### config.mk
export PLATFORM = sky130hd
export DESIGN_NAME = fft_input_buffer
export DESIGN_NICKNAME = d
export VERILOG_FILES = /design/src/rtl/fft_input_buffer.sv
export SDC_FILE = /design/constraint.sdc
export NUM_CORES = 1
export LEC_CHECK = 0
export CORE_AREA = 2 2 208 210
export CTS_BUF_LIST = sky130_fd_sc_hd__clkbuf_8
export CTS_CLUSTER_SIZE = 25
export DETAILED_ROUTE_END_ITERATION = 16
export DIE_AREA = 0 0 210 212
export GPL_TIMING_DRIVEN = 1
export PLACE_DENSITY_LB_ADDON = 0.3
export SLEW_MARGIN = 25
export SYNTH_ARGS = -nofsm -noshare
export SYNTH_HDL_FRONTEND = slang
export SYNTH_SLANG_ARGS = --single-unit
### constraint.sdc
create_clock -name clk -period 3.5 [get_ports clk]
set_input_delay 0.35 -clock clk [delete_from_list [all_inputs] [get_ports clk]]
set_output_delay 0.35 -clock clk [all_outputs]
set_load 0.01 [all_outputs]
### src/rtl/fft_input_buffer.sv
// 32-point FFT input buffer: writes real samples into bit-reversed slots and holds full frames for the butterfly stage.
// Optional macro FFT_PINGPONG_EN adds a second bank so filling continues while a frame is held.
module fft_input_buffer #(
    parameter int SAMP_W = 8
) (
    input  logic                    clk,
    input  logic                    rst_n,
    input  logic                    s_valid,
    input  logic [SAMP_W-1:0]       s_data,
    output logic                    s_ready,
    output logic                    frame_valid,
    input  logic                    frame_ack,
    output logic [32*2*SAMP_W-1:0]  frame_data,
    output logic [4:0]              wr_cnt
);
    localparam int N  = 32;
    localparam int SW = 2 * SAMP_W;
`ifdef FFT_PINGPONG_EN
    localparam int NB = 2;
`else
    localparam int NB = 1;
`endif

    typedef enum logic {FILL, HOLD} state_t;

    state_t     state_q, state_d;
    logic [1:0] nfull_q, nfull_d;
    logic       ready_q, ready_d;
    logic       fvalid_q, fvalid_d;
    logic [4:0] cnt_q;
    logic       fill_sel, rd_sel;
    logic       accept, complete, rel;

    logic [NB-1:0][N-1:0][SW-1:0] bank_q;

    function automatic logic [4:0] bitrev5(input logic [4:0] v);
        return {v[0], v[1], v[2], v[3], v[4]};
    endfunction

    assign accept   = s_valid && ready_q;
    assign complete = accept && (cnt_q == 5'd31);
    assign rel      = frame_ack && fvalid_q;

    // nfull counts completed banks awaiting ack; HOLD means no bank is free to fill
    always_comb begin
        nfull_d = nfull_q;
        if (complete && !rel)
            nfull_d = nfull_q + 2'd1;
        else if (rel && !complete)
            nfull_d = nfull_q - 2'd1;
        state_d  = (nfull_d == 2'(NB)) ? HOLD : FILL;
        ready_d  = (state_d == FILL);
        fvalid_d = (nfull_d != 2'd0);
    end

    always_ff @(posedge clk or negedge rst_n) begin
        if (!rst_n) begin
            state_q  <= FILL;
            nfull_q  <= 2'd0;
            ready_q  <= 1'b1;
            fvalid_q <= 1'b0;
        end else begin
            state_q  <= state_d;
            nfull_q  <= nfull_d;
            ready_q  <= ready_d;
            fvalid_q <= fvalid_d;
        end
    end

    always_ff @(posedge clk or negedge rst_n) begin
        if (!rst_n) begin
            cnt_q  <= 5'd0;
            bank_q <= '0;
        end else if (accept) begin
            cnt_q <= cnt_q + 5'd1;
            bank_q[fill_sel][bitrev5(cnt_q)] <= {{SAMP_W{1'b0}}, s_data};
        end
    end

`ifdef FFT_PINGPONG_EN
    // Banks alternate, so the read pointer toggling on each ack keeps completion order
    logic fill_sel_q, rd_sel_q;

    always_ff @(posedge clk or negedge rst_n) begin
        if (!rst_n) begin
            fill_sel_q <= 1'b0;
            rd_sel_q   <= 1'b0;
        end else begin
            if (complete) fill_sel_q <= ~fill_sel_q;
            if (rel)      rd_sel_q   <= ~rd_sel_q;
        end
    end

    assign fill_sel = fill_sel_q;
    assign rd_sel   = rd_sel_q;
`else
    assign fill_sel = 1'b0;
    assign rd_sel   = 1'b0;
`endif

    assign s_ready     = ready_q;
    assign frame_valid = fvalid_q;
    assign frame_data  = bank_q[rd_sel];
    assign wr_cnt      = cnt_q;

endmodule

Word-level counts from Yosys, hierarchy flattened

Index checks and enable logic that the tools add are counted.

Flip-flop bits (word level): 521
Latch bits: 0
RAM bits: 0
ROM bits: 0
Input bits: 12
Output and inout bits: 519
Word-level logic and storage cells: 59
Memories kept: 0

Add/subtract/negate cells: 3
Multipliers: 0
Div/mod/pow operators: 0
Order comparisons: 2
Equal/unequal tests: 2
Shift operators: 0
Mux-type cells: 6
Bitwise logic cells: 1
Reductions and logical operators: 9

Operators by type and width:

| kind                                                 | count |
|---|---|
| bitwise mux 512 bit                                  | 1 |
| demux 16 bit (select 5 bit)                          | 1 |
| two-way mux 16 bit                                   | 1 |
| logical AND 1 bit                                    | 6 |
| < comparator 5 x 6 -> 1 bit (second input constant)  | 1 |
| adder 5 x 1 -> 5 bit (second input constant)         | 1 |
| == test 5 bit (second input constant)                | 1 |
| >= comparator 5 x 1 -> 1 bit (second input constant) | 1 |
| two-way mux 2 bit                                    | 2 |
| adder 2 x 1 -> 2 bit (second input constant)         | 1 |
| == test 2 x 1 -> 1 bit (second input constant)       | 1 |
| zero test 1 bit                                      | 2 |
| nonzero test 2 bit                                   | 1 |
| subtractor 2 x 1 -> 2 bit (second input constant)    | 1 |
| two-way mux 1 bit                                    | 1 |
| inverter 1 bit                                       | 1 |

Depth between registers and ports, before layout

Depth in word-level cells: 9
Gate-level depth with buffers: 7
Depth with buffers taken out: 7

Least setup slack after synthesis

OpenSTA, ideal clock, no wires.

Kind: reg2reg
Start: reg cnt_q[0] (netlist: wr_cnt[0])
End: reg nfull_q[1]
Setup time: 79 ps
Data arrival time: 1,781 ps
Data required time: 3,421 ps
Setup slack: 1,639 ps
Stages on the path, launching flop included: 8
Path buffers: 0
Period minus slack after synthesis: 1,861 ps
Cells stage by stage: dfrtp_1 ha_1 and3_1 ha_1 and3_1 or3_1 nand2_1 xor2_1

Longest elaborated chain between the ends: 6
Elaborated cells on any way between the ends: 7
Those cells by class: eq/ne (1); mux (2); reduce/logical (4)

Ends and longest elaborated chain:

| item                   | RTL line | source |
|---|---|---|
| start, declared        | 30       | `logic [4:0] cnt_q;` |
| start signal, assigned | 75       | `cnt_q <= cnt_q + 5'd1;` |
| == test 5 bit *        | 41       | `assign complete = accept && (cnt_q == 5'd31);` |
| logical AND 1 bit *    | 41       |  |
| zero test 1 bit        | 49       | `else if (rel && !complete)` |
| logical AND 1 bit      | 49       |  |
| two-way mux 2 bit      | 49       |  |
| two-way mux 2 bit *    | 47       | `if (complete && !rel)` |
| via nfull_d[1]         | 27       | `logic [1:0] nfull_q, nfull_d;` |
| end signal, assigned   | 64       | `nfull_q <= nfull_d;` |
| end, declared          | 27       |  |

The timed path passes the listed nets; every way through them passes the cells marked *.
A chain may end at the register's enable or synchronous reset.

Worst setup path in the final report

Start: reg cnt_q[3] (netlist: wr_cnt[3])
End: out wr_cnt[3]

RTL lines:

| item          | RTL line | source |
|---|---|---|
| end, declared | 14       | `output logic [4:0] wr_cnt` |

No word-level cell between the ends.

==> key figures <==
Status
  – Status: finished, final reports clean

Cells and area
  – FF/Latch Area: between 6000 and 7000 um2
  – Share of cells above drive strength 1: 30.47%
  – Fin cells: between 1.5k and 2k
  – Fin area: 15680 um2
  – Post-Route Utilization: 36.90%
  – Layout area overhead: 27.65%
  – # fillers: roughly 4.1k
  – Area of the multi-input gates: approximately 4500 um2
  – Nets: between 1k and 1.5k

Die
  – Core Area: about 43000 um2
  – Boundary Pins: roughly 530
  – Die H: approximately 210 um
  – FP Rows: between 70 and 80
  – Die ar.: 44520 um2
  – Die Wd: ~210 um
  – Initial Util: 28.90%

Timing
  – Crit share post-route: 70.92%
  – Fmax achieved: 0.4029 GHz
  – Slew of the pin with the lowest slew margin: 986.6 ps
  – Setup TNS Final: 0 ps
  – RSZ-0062 raised after global routing: false
  – Pins Over Slew Limit: 0
  – Tmin final: ~2500 ps
  – Clock skew: around 24 ps
  – Setup Viol. Count Final: 0
  – Slew headroom: 34.23%
  – Hold Vio Cnt, Final: 0

Placement
  – Dpl cell area: between 10000 and 15000 um2
  – Gpl congestion: 0.7019
  – Port Buf Inserts: ~270
  – DPL Wire Length: 22.39 mm
  – DP Cell Count: ~1.7k

GRT
  – Initial antenna violation count: 3
  – Gr usage total: roughly 15%
  – First-pass GRT wire length: about 48 mm
  – Vias in the first global route: approximately 7k
  – Grt ovf: 0
  – Largest net degree at the start of global routing: 100

Detailed routing
  – Vias per std cell: between 4 and 5
  – Vias: a little over 7k
  – Drt first-iter violations: 160
  – Routed Antenna Nets: 0
  – Total Wirelength: 33.73 mm
  – # DRC: 0
  – Wire per inst: around 19 um
  – First-pass DRT Iterations: 4

Worst setup path
  – Critical-path cell list: clkdlybuf4s50_1
  – Slowest stage delay, CP: 800 ps
  – Buf/Inv on CP: 1
  – Worst-path maximum fanout: 16
  – Critical path launch point: wr_cnt[3]
  – Stages on the worst setup path: 1
  – CP Launch Type: flop
  – Top delay family on crit path: flip-flops
  – FF-to-FF Start: s_ready
  – CP endpoint kind: output port
  – Critical path arrival: 2130 ps
  – Setup CP Type: reg -> out
  – WP data required: ~3200 ps
  – R2R depth: 4
  – Crit-path slowest cell: dfrtp_1

Logic synthesis
  – Synth warn: 0
  – Gate count after technology mapping: approximately 900
  – Mapped Area: 12290 um2
  – Synth Register Bits: 265
  – Seq/Total Area, Yosys: between 50% and 60%
  – Synth Area per Inst: 13.70 um2
  – Distinct cells, synth: 38

Clock network
  – Clk root buf: clkbuf_8
  – Worst-Skew Late Latency: slightly above 600 ps
  – H-tree Lvls: 2
  – Sink Count: 265
  – Clock Path Buffers: 3
  – Post-CTS setup buffer count: 0
  – CTS tree: yes
  – Reg clk slew, reported paths: around 60 ps
  – Cts bufs inserted: between 40 and 50

Power and ir drop
  – Leakage power: between 7 and 8 nW
  – Maximum VDD drop: between 0.4 and 0.5 mV
  – PwrDens: 850.2 nW/um2

Worst hold path
  – Min-delay worst type: in -> async

Flow run
  – Max-Cap Viols: 0
cell type report:
cell class / count / share of cell area [%]
multi-input cells: 598 / 28.95
diodes: 1 / 0.01596
well taps: 546 / 4.356
flip-flops and latches: 265 / 42.29
clock inverters: 25 / 1.093
clock buffers: 62 / 5.441
inverters: 3 / 0.07180
repair buffers: 281 / 17.78
repair_timing:
item | in CTS | in global routing
gates resized for setup | 0 | 0
hold buffers | 1 | 0
hold endpoints to repair | 95 | 0
setup endpoints to repair | 0 | 0
power breakdown:
group | internal [mW] | switching, mW | leakage [nW] | total, mW
Clock | 1.74 | 1.35 | 0.593 | 3.09
Sequential | 4.28 | 0.734 | 3.48 | 5.02
Combinational | 3.03 | 2.19 | 3.39 | 5.22
Total | 9.06 | 4.28 | 7.46 | 13.3
cell families after synthesis:
group	after synthesis	share of synthesized area, %
buf+inv	289	16.84
xor+xnor	5	0.3564
mux	256	23.71
simple gates	69	4.155
fa+ha+maj	7	0.7129
other cells	1	0.03052
compound gates	5	0.2037
flops	265	53.99
Yosys cell counts:
| master | n | area [um2] |
|---|---|---|
| or3b_1 | 1 | 8.760 |
| dfrtp_1 | 264 | 6606 |
| nand3b_1 | 2 | 15.01 |
| nand2_2 | 2 | 12.51 |
| buf_4 | 260 | 1952 |
| buf_2 | 1 | 5.000 |
| ha_1 | 7 | 87.58 |
| nor4_4 | 1 | 21.27 |
| nor2_2 | 17 | 106.4 |
| xnor2_1 | 4 | 35.03 |
| or3_1 | 2 | 12.51 |
| or4_4 | 1 | 11.26 |
| buf_6 | 1 | 11.26 |
| o21ai_0 | 4 | 20.02 |
| nand3_1 | 7 | 35.03 |
| nand4_2 | 1 | 12.51 |
| xor2_1 | 1 | 8.760 |
| inv_1 | 3 | 11.26 |
| nor2_4 | 9 | 101.4 |
| mux2_1 | 3 | 33.78 |
| nand3b_2 | 2 | 22.52 |
| and2_1 | 1 | 6.260 |
| nand4b_2 | 1 | 15.01 |
| a21oi_1 | 1 | 5.000 |
| mux2_4 | 8 | 120.1 |
| dfstp_2 | 1 | 26.28 |
| nand3_2 | 1 | 10.01 |
| clkbuf_1 | 24 | 90.09 |
| nand2_1 | 12 | 45.04 |
| conb_1 | 1 | 3.750 |
| nor2_1 | 2 | 7.510 |
| and3_1 | 2 | 12.51 |
| nand4_1 | 1 | 6.260 |
| nand3b_4 | 1 | 20.02 |
| nor2b_1 | 1 | 6.260 |
| mux2_2 | 245 | 2759 |
| nor3_1 | 1 | 5.000 |
| nand3_4 | 1 | 17.52 |
layer usage:
layer  routed length [um]  vias up  GRT usage (%)  part of all wire, %
li1                     -     3119              -                    -
met1                13710     3650          17.60                   41
met2                16020      339          23.48                   47
met3                 3175       58          6.263                  9.4
met4                  827        0          5.576                  2.5
met5                    0        -              0                    0
per-stage QoR:
stage	hold WS, ps	setup slack, ps	power, mW
after floorplan	54.41	1639	7.380
after global placement	465.1	778.9	10.29
after detailed placement	467.4	718.9	10.34
after CTS	375.6	918.3	13.56
after global routing	439.6	878.9	14.10
final	388.4	1018	13.33
final timing paths:
kind	slack, ps	to
setup / recovery	1020	wr_cnt[3]
hold / removal	390	frame_data[18]
setup reg to reg	1180	frame_data[86]
hold reg to reg	490	frame_data[199]
max in group asynchronous	2150	frame_data[193]
min in group clk	490	frame_data[199]
flip-flops by register name, indices dropped and copies added (netlist names):
name,cells
frame_valid,1
wr_cnt,5
nfull_q,2
frame_data,256
s_ready,1
layout by cell type, fill, tap and decap left out, drive strengths merged, types with 2 or more instances in the layout:
cell | synthesis | final
and3 | 2 | 2
buf | 262 | 15
bufinv | 0 | 2
clkbuf | 24 | 62
clkdlybuf4s50 | 0 | 265
clkinv | 0 | 5
conb | 1 | 256
dfrtp | 264 | 264
ha | 7 | 7
inv | 3 | 21
mux2 | 256 | 256
nand2 | 14 | 14
nand3 | 9 | 9
nand3b | 5 | 5
nand4 | 2 | 2
nor2 | 28 | 28
o21ai | 4 | 4
or3 | 2 | 2
xnor2 | 4 | 4
Power figures use the tool's default switching activity.
